### src/rtl/clock_ctrl.sv
// rtl/clock_ctrl.sv - time-of-day counter with RUN/SET_HOUR/SET_MIN button control and set-mode blink
// Optional 12-hour build with pm flag: define CLOCK_CTRL_HOUR12_EN.
module clock_ctrl #(
    parameter int BLINK_DIV = 50000000
) (
    input  logic       clk_100M,
    input  logic       rst,
    input  logic       tick_1hz,
    input  logic       btn_mode,
    input  logic       btn_inc,
    output logic [4:0] hour,
    output logic [5:0] minute,
    output logic [5:0] second,
    output logic [1:0] mode,
    output logic       blink,
    output logic       pm
);

    localparam int CNT_W = (BLINK_DIV > 1) ? $clog2(BLINK_DIV) : 1;
    localparam logic [CNT_W-1:0] CNT_LAST = CNT_W'(BLINK_DIV - 1);

`ifdef CLOCK_CTRL_HOUR12_EN
    localparam logic [4:0] HOUR_RST = 5'd12;
`else
    localparam logic [4:0] HOUR_RST = 5'd0;
`endif

    typedef enum logic [1:0] {
        RUN      = 2'd0,
        SET_HOUR = 2'd1,
        SET_MIN  = 2'd2
    } mode_t;

    mode_t            state;
    logic             mode_prev;
    logic             inc_prev;
    logic [CNT_W-1:0] blink_cnt;

    logic mode_edge;
    logic inc_edge;
    logic run_adv;
    logic sec_wrap;
    logic min_wrap;

    assign mode_edge = btn_mode & ~mode_prev;
    assign inc_edge  = btn_inc & ~inc_prev;
    assign sec_wrap  = (second == 6'd59);
    assign min_wrap  = (minute == 6'd59);
    // A mode edge wins over a same-cycle tick, so time only advances when no edge is seen.
    assign run_adv   = (state == RUN) && tick_1hz && !mode_edge;

    assign mode = state;

    function automatic logic [4:0] hour_next(input logic [4:0] h);
`ifdef CLOCK_CTRL_HOUR12_EN
        return (h == 5'd12) ? 5'd1 : h + 5'd1;
`else
        return (h == 5'd23) ? 5'd0 : h + 5'd1;
`endif
    endfunction

    function automatic logic [5:0] min_next(input logic [5:0] m);
        return (m == 6'd59) ? 6'd0 : m + 6'd1;
    endfunction

    always_ff @(posedge clk_100M) begin
        if (rst) begin
            state     <= RUN;
            hour      <= HOUR_RST;
            minute    <= 6'd0;
            second    <= 6'd0;
            blink     <= 1'b0;
            blink_cnt <= '0;
            mode_prev <= 1'b1;
            inc_prev  <= 1'b1;
        end else begin
            mode_prev <= btn_mode;
            inc_prev  <= btn_inc;
            if (mode_edge) begin
                blink     <= 1'b0;
                blink_cnt <= '0;
                case (state)
                    RUN: begin
                        state  <= SET_HOUR;
                        second <= 6'd0;
                    end
                    SET_HOUR: state <= SET_MIN;
                    default:  state <= RUN;
                endcase
            end else begin
                case (state)
                    RUN: begin
                        blink     <= 1'b0;
                        blink_cnt <= '0;
                        if (tick_1hz) begin
                            second <= min_next(second);
                            if (sec_wrap) begin
                                minute <= min_next(minute);
                                if (min_wrap)
                                    hour <= hour_next(hour);
                            end
                        end
                    end
                    SET_HOUR, SET_MIN: begin
                        if (blink_cnt == CNT_LAST) begin
                            blink_cnt <= '0;
                            blink     <= ~blink;
                        end else begin
                            blink_cnt <= blink_cnt + CNT_W'(1);
                        end
                        if (inc_edge) begin
                            if (state == SET_HOUR)
                                hour <= hour_next(hour);
                            else
                                minute <= min_next(minute);
                        end
                    end
                    default: begin
                        state     <= RUN;
                        blink     <= 1'b0;
                        blink_cnt <= '0;
                    end
                endcase
            end
        end
    end

`ifdef CLOCK_CTRL_HOUR12_EN
    logic pm_r;

    // pm flips only on the 11:59:59 -> 12:00:00 rollover; set-mode edits never touch it.
    always_ff @(posedge clk_100M) begin
        if (rst)
            pm_r <= 1'b0;
        else if (run_adv && sec_wrap && min_wrap && hour == 5'd11)
            pm_r <= ~pm_r;
    end

    assign pm = pm_r;
`else
    logic unused_run_adv;
    assign unused_run_adv = run_adv;
    assign pm = 1'b0;
`endif

endmodule

### config.mk
export PLATFORM = sky130hd
export DESIGN_NAME = clock_ctrl
export DESIGN_NICKNAME = d
export VERILOG_FILES = /design/src/rtl/clock_ctrl.sv
export SDC_FILE = /design/constraint.sdc
export NUM_CORES = 1
export LEC_CHECK = 0
export CORE_ASPECT_RATIO = 2
export CORE_UTILIZATION = 55
export DETAILED_ROUTE_END_ITERATION = 6
export GPL_ROUTABILITY_DRIVEN = 1
export GPL_TIMING_DRIVEN = 0
export PLACE_DENSITY = 0.79
export SKIP_CTS_REPAIR_TIMING = 1
export SLEW_MARGIN = 20
export SYNTH_ARGS = -nofsm -noshare
export SYNTH_HDL_FRONTEND = slang
export SYNTH_SLANG_ARGS = --single-unit
### constraint.sdc
create_clock -name clk_100M -period 2.76 [get_ports clk_100M]
set_input_delay 0.276 -clock clk_100M [delete_from_list [all_inputs] [get_ports clk_100M]]
set_output_delay 0.276 -clock clk_100M [all_outputs]
set_load 0.005 [all_outputs]
Yosys cells after proc, flatten, opt, wreduce, memory -nomap -nowiden:

Cells that the tools add are included.

* bits in registers: 48
* input port bits: 5
* output and inout bits: 21
* logic and storage cells: 63

* add/sub/neg operators: 4
* equal/unequal tests: 13
* muxes and demuxes: 21
* bitwise operators: 7
* reduce and logical (&&, ||, !) cells: 10

Operators with widths (number)
* 2-to-1 mux 6 bit: 10
* 2-to-1 mux 5 bit: 6
* adder 26 x 1 -> 26 bit, second input constant: 1
* equality test 26 bit, second input constant: 1
* adder 6 x 1 -> 6 bit, second input constant: 2
* equality test 6 bit, second input constant: 2
* inequality test 2 bit, second input constant: 6
* case mux 6 bit (2 select lines): 1
* case mux 5 bit (2 select lines): 1
* AND reduction 7 bit: 1
* AND reduction 6 bit: 1
* OR reduction 3 bit: 2
* adder 5 x 1 -> 5 bit, second input constant: 1
* equality test 5 bit, second input constant: 1
* inverter 1 bit: 5
* 2-to-1 mux 2 bit: 2
* case mux 2 bit (2 select lines): 1
* nonzero test 2 bit: 2
* OR reduction 4 bit: 1
* AND 1 bit: 2
* equality test 2 x 1 -> 1 bit, second input constant: 1
* equality test 2 bit, second input constant: 1
* zero test 2 bit: 1
* inequality test 2 x 1 -> 1 bit, second input constant: 1
* other kinds (2): 2

Logic depth before layout (Yosys ltp):

* depth after elaboration: 6
* gate-level depth with buffers: 8

Least setup slack after synthesis:

Ideal clock, no wire load.

* kind: reg2reg
* start point: register state[0] (netlist: mode[0])
* end point: register hour[3]
* setup time: 0.071 ns
* arrival: 2.236 ns
* required time: 2.689 ns
* slack: 0.454 ns
* cell stages (with the launch flop): 9
* cells stage by stage: dfxtp_1 > inv_1 > ha_1 > buf_2 > a221o_1 > or3_1 > buf_6 > or4_1 > a21oi_1

* cells in the longest elaborated chain, start to end: 4

Ends and longest elaborated chain
* from (decl): line 34 `mode_t state;`
* from (signal assigned): line 68 `state <= RUN;`
* from (signal assigned): line 84 `state <= SET_HOUR;`
* from (signal assigned): line 87 `SET_HOUR: state <= SET_MIN;`
* equality test 2 x 1 -> 1 bit / equality test 2 bit (equally long branches): line 91, 112
* OR reduction 2 bit
* inequality test 2 bit (no source line) / nonzero test 2 bit (equally long branches)
* AND reduction 7 bit (no source line)
* to (signal assigned): line 100 `hour <= hour_next(hour);`
* to (signal assigned): line 113 `hour <= hour_next(hour);`
* to (decl): line 11 `output logic [4:0] hour,`

Several ways; a longest one is shown, not always the timed one.
A chain may end at the register's enable or synchronous reset.

Final worst setup path:

Ends and elaborated chain as after synthesis.

==> run_results.csv <==
group,metric,value,unit
timing,hold_viol_final,0,
floorplanning,coreArea,3920,um^2
clock_tree,clock-sinks,48,
synthesis,synth_cell_types,42,
finish,multi_input_area,1250,um^2
grt,grt_pass1_wl,8140,um
drt,wl_per_cell,14.2,um
drt,dr.pass1.iters,4,
placed_design,dpl_cell_area,2570,um^2
job,drv_cap,0,
synthesis,syn_inst,260,
floorplanning,die_h,93,um
grt,grt_pass1_vias,1975,
placed_design,place_ws,0.314,ns
placed_design,numPortBuffers,23,
timing,final-max-slew-violation-count,0,
timing,fin_crit_sh,89.0,%
grt,antenna_found_initial,0,
synthesis,avgSynthCellArea,8.76,um^2
clock_tree,cts-root-to-sink-buffers,2,
finish,n_fill_cell,354,
drt,drc,0,
finish,final_cell_mix,"dfxtp_1 (48), nor2_1 (43), clkdlybuf4s50_1 (23), xor2_1 (18), nand3_1 (16)",
finish,utilization,68.8,%
clock_tree,path_clk_slew,0.09,ns
floorplanning,row_count,32,
timing,final.setup.worst_slack,0.303,ns
finish,drive_above_1_share,5.52,%
floorplanning,die_area,4420,um^2
placed_design,dp_hpwl,3490,um
timing,relSlewSlack,36.9,%
pwr,finalPower,1.37,mW
floorplanning,initial_core_util,58.0,%
finish,final_area,2700,um^2
outcome,outcome,"finished clean",
finish,area_delta_synth_final,18.6,%
synthesis,synth_ff_type,"dfxtp_1",
timing,holdWs,0.226,ns
setup_path,crit_arrival,2.69,ns
drt,wirelength,4840,um
finish,stdcell_count,341,
worst_hold_path,hold_path_class,"in -> reg",
timing,finClkSkew,0.00966,ns
grt,groute.usage.overall,25.0,%
finish,final_common_cell,"dfxtp_1",
drt,viasPerCell,5.72,
drt,drtIter0Drc,30,
timing,min_period,2.46,ns
clock_tree,cts_tree,"built",
grt,grt_overflow,0,
placed_design,dp.cells,334,
floorplanning,fp.dieW,47.5,um
synthesis,yosys_warnings,0,
drt,antenna_left,0,
finish,register_area,961,um^2
setup_path,startpoint,"mode[0]",
timing,setup_viol,0,
worst_hold_path,worstHoldStart,"rst",
placed_design,gp_congestion,0.796,
setup_path,worstPathMaxFanout,10,
synthesis,syn_area,2280,um^2
clock_tree,insertion_delay,0.30,ns
synthesis,synth-seq-area-share,42.2,%
pwr,p_per_area,506,nW/um^2
timing,fmaxAchievable,407,MHz
setup_path,r2r-start,"mode[0]",
setup_path,crit_required,2.99,ns
synthesis,ys_ff_latch,48,
timing,rsz0062_at_grt,"false",
synthesis,synth_edf_count,0,
clock_tree,cts-buffers-inserted,5,
synthesis,synthArstFlopShare,0,%
drt,vias,1952,
setup_path,cp-start-kind,"flip-flop",
timing,finalSetupTns,0,ns
clock_tree,htree_levels,2,
timing,worst_slew_pin_slew,0.938,ns
setup_path,crit_type,"reg -> reg",
setup_path,end_kind,"flip-flop",
pwr,ir_drop,0.435,mV
floorplanning,ios,26,
synthesis,synthesis.nets,275,
finish,n_antenna_cell,0,
grt,grt_max_degree,15,
pwr,leakagePower,0.928,nW
clock_tree,cts.root.buffer_cell,"clkbuf_8",
finish,fin_nets,305,
==> critical path, cell delays in order (launching register included) <==
cell	delay, ns
dfxtp_1	0.45
inv_1	0.12
ha_1	0.20
buf_2	0.17
a221o_1	0.35
or3_1	0.33
buf_6	0.15
or4_1	0.49
a21oi_1	0.15
==> power by group <==
group	leakage [nW]	switching, mW	internal, mW
clock	0.0642	0.229	0.357
combinational	0.476	0.0387	0.0349
sequential	0.388	0.00844	0.699
==> final cells by class <==
cell class,instances,area share [%]
buffer,7,1.58
clock buffer,5,2.55
clock inverter,2,2.22
inverter,7,0.973
multi-input combinational,198,46.2
sequential,48,35.6
tap,51,2.36
timing repair buffer,23,8.53
==> flip-flops by register name (all words and copies together), names as in the netlist <==
register,flops
second,6
minute,6
hour,5
blink,1
mode_prev,1
blink_cnt,26
mode,2
inc_prev,1
==> cells in the mapped netlist (all sizes together) (7+ instances only) <==
library cell | instances | area (um^2)
nor3 | 8 | 45.0
nand3 | 16 | 80.1
nand4 | 14 | 87.6
a21oi | 9 | 45.0
dfxtp | 48 | 961
ha | 10 | 125
nand2 | 14 | 52.6
nor2 | 43 | 161
xnor2 | 10 | 87.6
xor2 | 18 | 158
nand2b | 7 | 43.8
inv | 7 | 26.3
==> per-layer routing <==
layer | GRT usage (%) | vias to the layer above | share of wire (%)
met5 | 0 | - | 0
met4 | 11.7 | 0 | 2.7
met3 | 6.18 | 13 | 3.4
met2 | 46.5 | 32 | 58
met1 | 22.8 | 929 | 36
li1 | - | 978 | -
==> kinds of logic after synthesis <==
kind of cell	count (synthesis)	synth area share (%)
AO/OA/AOI/OAI	30	8.85
XOR/XNOR	28	10.8
adder cells (fa/ha/maj)	10	5.49
buffers and inverters	14	3.02
flip-flops	48	42.2
multiplexers	2	0.879
other	1	0.165
AND/OR/NAND/NOR	127	28.6
==> final timing paths <==
check	end	slack (ns)	depth (start not counted)
min reg2reg	blink_cnt[0]	0.49	1
max	hour[3]	0.30	8
min	minute[5]	0.23	2
max reg2reg	hour[3]	0.30	8
Note: power is estimated with default switching activity, not from simulation.
